File: src/rtl/decoder_scheduler.sv
// rtl/decoder_scheduler.sv - round-robin scheduler sharing one turbo decoder between frame requesters
module decoder_scheduler #(
   parameter int NUM_REQ = 2,
   parameter int BEATS   = 4,
   parameter int BEAT_W  = 21,
   parameter int OUT_W   = 5,
   parameter int ID_W    = 2,
   parameter int TIMEOUT = 1023
) (
   input  logic                         clk_p_i,
   input  logic                         reset_p_i,
   input  logic [NUM_REQ-1:0]           req_valid_i,
   input  logic [NUM_REQ*BEATS*BEAT_W-1:0] req_frame_i,
   output logic [NUM_REQ-1:0]           req_ready_o,
   output logic                         dec_start_o,
   output logic [BEAT_W-1:0]            dec_data_o,
   input  logic [OUT_W-1:0]             dec_data_i,
   input  logic                         dec_done_i,
   output logic                         rsp_valid_o,
   output logic [OUT_W-1:0]             rsp_data_o,
   output logic [ID_W-1:0]              rsp_id_o,
   output logic                         rsp_timeout_o,
   input  logic                         rsp_ready_i,
   output logic                         busy_o
);

   localparam int FRAME_W = BEATS * BEAT_W;
   localparam int BC_W    = (BEATS > 1) ? $clog2(BEATS) : 1;
   localparam int TC_W    = (TIMEOUT > 1) ? $clog2(TIMEOUT + 1) : 1;

   typedef enum logic [1:0] {IDLE, LOAD, WAIT, RESP} state_t;

   state_t              state;
   logic [ID_W-1:0]     rr_ptr;
   logic [ID_W-1:0]     id_q;
   logic [BC_W-1:0]     beat_cnt;
   logic [TC_W-1:0]     tmo_cnt;
   logic [FRAME_W-1:0]  frame_q;

   logic                grant_any;
   logic [ID_W-1:0]     grant_idx;
   logic [FRAME_W-1:0]  sel_frame;
   int                  cand;

   // Search starts at the round-robin pointer and wraps modulo NUM_REQ.
   always_comb begin
      grant_any = 1'b0;
      grant_idx = '0;
      cand      = 0;
      for (int i = 0; i < NUM_REQ; i++) begin
         cand = int'(rr_ptr) + i;
         if (cand >= NUM_REQ) cand = cand - NUM_REQ;
         for (int r = 0; r < NUM_REQ; r++) begin
            if (!grant_any && r == cand && req_valid_i[r]) begin
               grant_any = 1'b1;
               grant_idx = ID_W'(r);
            end
         end
      end
   end

   always_comb begin
      sel_frame   = '0;
      req_ready_o = '0;
      for (int r = 0; r < NUM_REQ; r++) begin
         if (grant_idx == ID_W'(r)) sel_frame = req_frame_i[r*FRAME_W +: FRAME_W];
         req_ready_o[r] = (state == IDLE) && grant_any && !reset_p_i && (grant_idx == ID_W'(r));
      end
   end

   assign busy_o = (state != IDLE);

   // frame_q is a shift register: the next beat to send always sits in its low bits.
   always_ff @(posedge clk_p_i or posedge reset_p_i) begin
      if (reset_p_i) begin
         state         <= IDLE;
         rr_ptr        <= '0;
         id_q          <= '0;
         beat_cnt      <= '0;
         tmo_cnt       <= '0;
         frame_q       <= '0;
         dec_start_o   <= 1'b0;
         dec_data_o    <= '0;
         rsp_valid_o   <= 1'b0;
         rsp_data_o    <= '0;
         rsp_id_o      <= '0;
         rsp_timeout_o <= 1'b0;
      end else begin
         case (state)
            IDLE: begin
               if (grant_any) begin
                  frame_q     <= sel_frame >> BEAT_W;
                  dec_data_o  <= sel_frame[BEAT_W-1:0];
                  dec_start_o <= 1'b1;
                  id_q        <= grant_idx;
                  rr_ptr      <= (grant_idx == ID_W'(NUM_REQ - 1)) ? '0 : grant_idx + ID_W'(1);
                  beat_cnt    <= '0;
                  state       <= LOAD;
               end
            end
            LOAD: begin
               if (beat_cnt == BC_W'(BEATS - 1)) begin
                  dec_start_o <= 1'b0;
                  tmo_cnt     <= '0;
                  state       <= WAIT;
               end else begin
                  beat_cnt   <= beat_cnt + BC_W'(1);
                  dec_data_o <= frame_q[BEAT_W-1:0];
                  frame_q    <= frame_q >> BEAT_W;
               end
            end
            WAIT: begin
               tmo_cnt <= tmo_cnt + TC_W'(1);
               if (dec_done_i) begin
                  rsp_data_o    <= dec_data_i;
                  rsp_timeout_o <= 1'b0;
                  rsp_id_o      <= id_q;
                  rsp_valid_o   <= 1'b1;
                  state         <= RESP;
               end else if (tmo_cnt == TC_W'(TIMEOUT - 1)) begin
                  rsp_data_o    <= '0;
                  rsp_timeout_o <= 1'b1;
                  rsp_id_o      <= id_q;
                  rsp_valid_o   <= 1'b1;
                  state         <= RESP;
               end
            end
            RESP: begin
               if (rsp_ready_i) begin
                  rsp_valid_o <= 1'b0;
                  state       <= IDLE;
               end
            end
            default: state <= IDLE;
         endcase
      end
   end

endmodule

File: config.mk
export PLATFORM = sky130hd
export DESIGN_NAME = decoder_scheduler
export DESIGN_NICKNAME = d
export VERILOG_FILES = /design/src/rtl/decoder_scheduler.sv
export SDC_FILE = /design/constraint.sdc
export NUM_CORES = 1
export LEC_CHECK = 0
export ABC_AREA = 1
export ABC_CLOCK_PERIOD_IN_PS = 3600
export BUFFER_PORTS_ARGS = -buffer_cell sky130_fd_sc_hd__buf_4
export CAP_MARGIN = 0
export CORE_AREA = 2 2 122 124
export CTS_CLUSTER_SIZE = 25
export DETAILED_ROUTE_END_ITERATION = 10
export DIE_AREA = 0 0 124 126
export PLACE_DENSITY = 0.71
export SLEW_MARGIN = 20
export SYNTH_ARGS = -nofsm -noshare
export SYNTH_HDL_FRONTEND = slang
export SYNTH_SLANG_ARGS = --single-unit
export TNS_END_PERCENT = 50
File: constraint.sdc
create_clock -name clk_p_i -period 3.6 [get_ports clk_p_i]
set_clock_uncertainty 0.2 [all_clocks]
set_input_delay 0.36 -clock clk_p_i [delete_from_list [all_inputs] [get_ports clk_p_i]]
set_output_delay 0.36 -clock clk_p_i [all_outputs]
set_load 0.02 [all_outputs]
Word-level counts from Yosys, hierarchy flattened
Index checks and enable logic that the tools add are counted.
W data, S select, Z words.
{"block": "totals", "word_cells": 105, "output_inout_bits": 34, "input_bits": 179, "reg_bits": 133}
{"block": "op_classes", "muxes": 41, "order_cmp": 2, "addsub": 6, "reduce_logical": 31, "n_eq_ne": 13}
{"op": "$mux W84", "count": 4}
{"op": "$pmux W84 S2", "count": 1}
{"op": "$eq A2 B32 Y1 const A", "count": 2}
{"op": "$logic_not A32 Y1", "count": 2}
{"op": "$mux W32", "count": 2}
{"op": "$mux W21", "count": 2}
{"op": "$pmux W21 S2", "count": 1}
{"op": "$mux W2", "count": 12}
{"op": "$pmux W10 S2", "count": 1}
{"op": "$logic_and A1 B1 Y1", "count": 11}
{"op": "$mux W1", "count": 11}
{"op": "$add A10 B1 Y10 const B", "count": 1}
{"op": "$eq A10 B10 Y1 const B", "count": 1}
{"op": "$mux W10", "count": 1}
{"op": "$mux W5", "count": 2}
{"op": "$reduce_bool A2 Y1", "count": 5}
{"op": "$reduce_and A3 Y1", "count": 3}
{"op": "$ne A2 B2 Y1 const B", "count": 4}
{"op": "$pmux W2 S4", "count": 1}
{"op": "$eq A2 B2 Y1 const B", "count": 3}
{"op": "$reduce_and A2 Y1", "count": 3}
{"op": "$add A2 B1 Y2 const B", "count": 2}
{"op": "$eq A2 B1 Y1 const B", "count": 2}
{"op": "$logic_not A1 Y1", "count": 4}
{"op": "10 further kinds", "count": 12}

Logic depth before layout (Yosys ltp)
{"block": "depth", "word_depth": 22, "ltp_mapped": 12, "depth_no_buf": 11}

Worst setup path after synthesis
No wires, ideal clock.
{"block": "synth_timing", "kind": "register -> output", "start": "register state[0]", "end": "output req_ready_o[0]", "path_stages_with_launch": 7, "t_arrival_ns": 1.440, "slack_ns": 1.600, "required_time_ns": 3.040, "n_path_buf": 0, "path_cell_list": "dfrtp_1 > inv_1 > ha_1 > inv_1 > a21oi_1 > nand2_1 > nor2_1"}
{"block": "synth_between", "elab_chain_len": 4}
{"element": "start, declared", "line": "33", "source": "state_t state;"}
{"element": "start signal, assigned", "line": "76", "source": "state <= IDLE;"}
{"element": "start signal, assigned", "line": "98", "source": "state <= LOAD;"}
{"element": "start signal, assigned", "line": "105", "source": "state <= WAIT;"}
{"element": "$logic_not A2 Y1", "line": "67", "source": "req_ready_o[r] = (state == IDLE) && grant_any && !reset_p_i && (grant_idx == ID_W'(r));"}
{"element": "$logic_and A1 B1 Y1 (3 in series)", "line": "67"}
{"element": "end, declared", "line": "14", "source": "output logic [NUM_REQ-1:0] req_ready_o,"}
Every way passes these cells.

Final worst setup path
{"block": "layout_timing", "start": "register state[1]", "end": "register dec_data_o[13]"}
{"block": "layout_between", "elab_chain_len": 3, "word_cells_on_any_way": 7, "classes_between": "eq/ne (3); mux (1); reduce/logical (3)"}
{"element": "$eq A2 B1 Y1 or $logic_not A2 Y1 (tied branches)", "line": "89", "source": "case (state)"}
{"element": "$ne A2 B2 Y1 (no line) or $reduce_bool A2 Y1 (tied branches)"}
{"element": "$reduce_and A3 Y1 (no line)"}
{"element": "end signal, assigned", "line": "93", "source": "dec_data_o <= sel_frame[BEAT_W-1:0];"}
{"element": "end signal, assigned", "line": "108", "source": "dec_data_o <= frame_q[BEAT_W-1:0];"}
{"element": "end, declared", "line": "16", "source": "output logic [BEAT_W-1:0] dec_data_o,"}
Several ways; a longest one is shown, not always the timed one.
A chain may end at the register's enable or synchronous reset.

==> impl_metrics.py <==
metrics = {
    "outcome": {
        "outcome": "complete, no violations",
    },
    "sta": {
        "report.final.hold_viol_count": 0,
        "timing.hold.ws_ns": 0.05306,
        "worst_slew_pin_slew_ns": 0.9941,
        "setup-violations-final": 0,
        "post-route-min-period_ns": 2.759,
        "setup_tns_ns": 0,
        "min_setup_slack_post_route_ns": 0.8406,
        "drv_slew": 0,
        "max_freq_ghz": 0.3624,
        "max_slew_margin_pct": 33.73,
        "grt_setup_unrepaired": "no",
        "period_share_pct": 76.65,
    },
    "clock_network": {
        "cts.sinks": 109,
        "clock_tree.buffer_depth": 2,
        "tritoncts.num_buffers": 9,
        "htreeDepth": 3,
        "worstSkewPairLatency_ns": 0.34,
        "clk_pin_slew_ns": 0.07,
        "cts_tree": "yes",
        "cts-root-buf": "sky130_fd_sc_hd__clkbuf_16",
        "post_cts_resized": 0,
    },
    "synthesis": {
        "synth_top_cells_by_area": "sky130_fd_sc_hd__dfrtp_1, sky130_fd_sc_hd__nand2_1, sky130_fd_sc_hd__nand3_1",
        "ys_seq_elements": 109,
        "synth_largest_area_cell": "sky130_fd_sc_hd__dfrtp_1",
        "yosys.cell_types.count": 25,
        "mappedNetlistArea_um2": 6331,
        "synthesis.area_per_instance_um2": 6.815,
        "yosys.area.top_type_share_pct": 43.08,
        "yosysWarnings": 0,
        "seq_area_frac_synth_pct": 43.08,
        "synthesis.instances": 929,
        "syn_nets": 1115,
    },
    "final_layout": {
        "layout-drive-gt1-share_pct": 22.40,
        "flow.area_growth_from_synthesis_pct": 29.47,
        "final_common_cell": "sky130_fd_sc_hd__nand2_1",
        "num-nets-final": 1288,
        "num_antenna_cells": 0,
        "highest_count_cells_in_the_layout_ignoring_fill_and_taps": "sky130_fd_sc_hd__nand2_1, sky130_fd_sc_hd__buf_4, sky130_fd_sc_hd__dfrtp_1",
    },
    "route": {
        "wl_per_cell_um": 12.37,
        "routed_via_density": 4.706,
        "drt-pass1-iter-count": 4,
        "drt_iter0_drc": 375,
        "detail_route.drc_violations": 0,
        "totalWireLength_um": 15970,
        "ant_nets": 0,
        "route.vias.total": 6075,
    },
    "job": {
        "maxCapViolations": 0,
    },
    "global_routing": {
        "grt_usage_pct": 20.83,
        "gr-total-overflow": 0,
        "pin_count_of_the_biggest_net_entering_global_routing": 112,
        "grt_antenna_before_repair": 0,
        "grt_first_pass_wirelength_um": 26290,
        "vias_in_the_first_global_route": 5618,
    },
    "critical_path": {
        "critPathTopFamily": "buffers and inverters",
        "timing.critical_path.slowest_stage_cell": "sky130_fd_sc_hd__buf_4",
        "critical-path-max-stage-delay_ns": 0.51,
        "worst-endpoint-arrival_ns": 2.84,
        "path_cells": "inv_1 > ha_4 > inv_2 > nor2_1 > o21ai_4 > inv_2 > buf_4 > nand2_1 > nand2_1",
        "worst-path-max-fanout": 43,
        "timing.setup.critical_path_class": "reg -> reg",
        "cp-startpoint": "state[1]",
        "cp.required_ns": 3.68,
        "worstSetupStartpointType": "flop",
        "crit_buf_inv": 4,
        "worst_r2r_startpoint": "state[1]",
        "endpoint_kind": "flop",
    },
    "floorplanning": {
        "fp.dieW_um": 124,
        "fp.dieH_um": 126,
        "standard_cell_core_area_um2": 14310,
        "number_of_top_level_pins": 213,
        "initial_utilization_pct": 44.23,
        "floorplan.rows": 44,
        "die_area_um2": 15620,
    },
    "place": {
        "numPortBuffers": 211,
        "replace_congestion": 0.8047,
        "dp.final_hpwl_um": 11240,
        "pre_cts_setup_slack_ns": 0.8329,
    },
    "power": {
        "design_power_total_uw": 6205,
        "total_leakage_power_uw": 0.004502,
        "vdd_drop_max_v": 0.0004220,
        "powerDensity_nw_per_um2": 757.0,
    },
    "min_path": {
        "min-delay-start": "dec_data_i[2]",
        "worstHoldPathType": "in -> reg",
    },
}
==> worst min-delay path, cell delays in order <==
cell,delay [ns]
sky130_fd_sc_hd__buf_4,0.08
sky130_fd_sc_hd__nand3_1,0.06
sky130_fd_sc_hd__nand2_1,0.06
==> sequential cells by signal (all words and copies together), names as in the netlist <==
register,cells
id_q,1
frame_q,63
beat_cnt,2
rsp_data_o,5
tmo_cnt,10
rsp_id_o,1
rsp_valid_o,1
rr_ptr,1
dec_data_o,21
rsp_timeout_o,1
state,2
dec_start_o,1
==> Yosys cell counts <==
cell	count
sky130_fd_sc_hd__o21ai_0	99
sky130_fd_sc_hd__nand2_2	4
sky130_fd_sc_hd__nand2_4	2
sky130_fd_sc_hd__o21ai_2	2
sky130_fd_sc_hd__o21ai_1	19
sky130_fd_sc_hd__inv_1	86
sky130_fd_sc_hd__ha_1	7
sky130_fd_sc_hd__nand4_1	3
sky130_fd_sc_hd__nand3_4	1
sky130_fd_sc_hd__nor3_1	1
sky130_fd_sc_hd__inv_2	4
sky130_fd_sc_hd__buf_6	5
sky130_fd_sc_hd__o21a_1	2
sky130_fd_sc_hd__a21oi_1	4
sky130_fd_sc_hd__buf_1	2
sky130_fd_sc_hd__buf_2	17
sky130_fd_sc_hd__nor2_4	2
sky130_fd_sc_hd__buf_4	12
sky130_fd_sc_hd__dfrtp_1	109
sky130_fd_sc_hd__nand3_1	99
sky130_fd_sc_hd__a21o_1	1
sky130_fd_sc_hd__nand2_1	414
sky130_fd_sc_hd__conb_1	1
sky130_fd_sc_hd__clkbuf_1	21
sky130_fd_sc_hd__nor2_1	12
==> cell families after synthesis <==
kind of cell	Yosys count	synth area share [%]
DFF	109	43.08
other	1	0.05923
adders and majority gates	7	1.383
and+or+nand+nor	538	34.84
buffers and inverters	147	10.36
AOI/OAI and AO/OA	127	10.28
==> per-layer routing <==
layer,up-vias,share of wire [%],global-route usage [%]
li1,3244,-,-
met1,2652,50,31.80
met2,162,43,31.06
met3,17,5.4,2.400
met4,0,1.5,6.147
met5,-,0,0
==> power by group <==
part / internal, uW / total, uW / switching (uW)
logic: 1120 / 3210 / 2090
registers: 1790 / 2070 / 284
clock network: 490 / 922 / 432
total: 3390 / 6200 / 2810
==> final cells by class <==
type,instances,area [um^2]
Clock inverter,3,21.27
Sequential cell,109,2728
Timing Repair Buffer,219,1659
Multi-Input combinational cell,673,2968
Fill cell,1387,6117
Tap cell,184,230.2
Inverter,90,340.3
Clock buffer,13,250.2
==> stage by stage <==
step | util [%] | instance area, um^2 | cells
floorplan | - | 6331 | 929
global placement | 55.30 | 7915 | 1274
detailed placement | 55.30 | 7915 | 1274
CTS | 57.26 | 8197 | 1291
global route | 57.26 | 8197 | 1291
finish | 57.26 | 8197 | 1291
==> path summary, 6_finish.rpt <==
path                                  end  slack (ns)  depth (start not counted)
min in group asynchronous     frame_q[46]        0.49                          3
min                         rsp_data_o[2]        0.05                          3
min reg2reg                    frame_q[2]        0.28                          2
max                        dec_data_o[13]        0.84                          9
max reg2reg                dec_data_o[13]        0.84                          9
max in group asynchronous   dec_data_o[0]        1.96                          4
==> repair_timing <==
| item | CTS | global route |
|---|---|---|
| endpoints found under the hold margin | 53 | 0 |
| buffers inserted | 0 | 0 |
| hold buffers | 1 | 0 |
(Power assumes the default switching activity.)
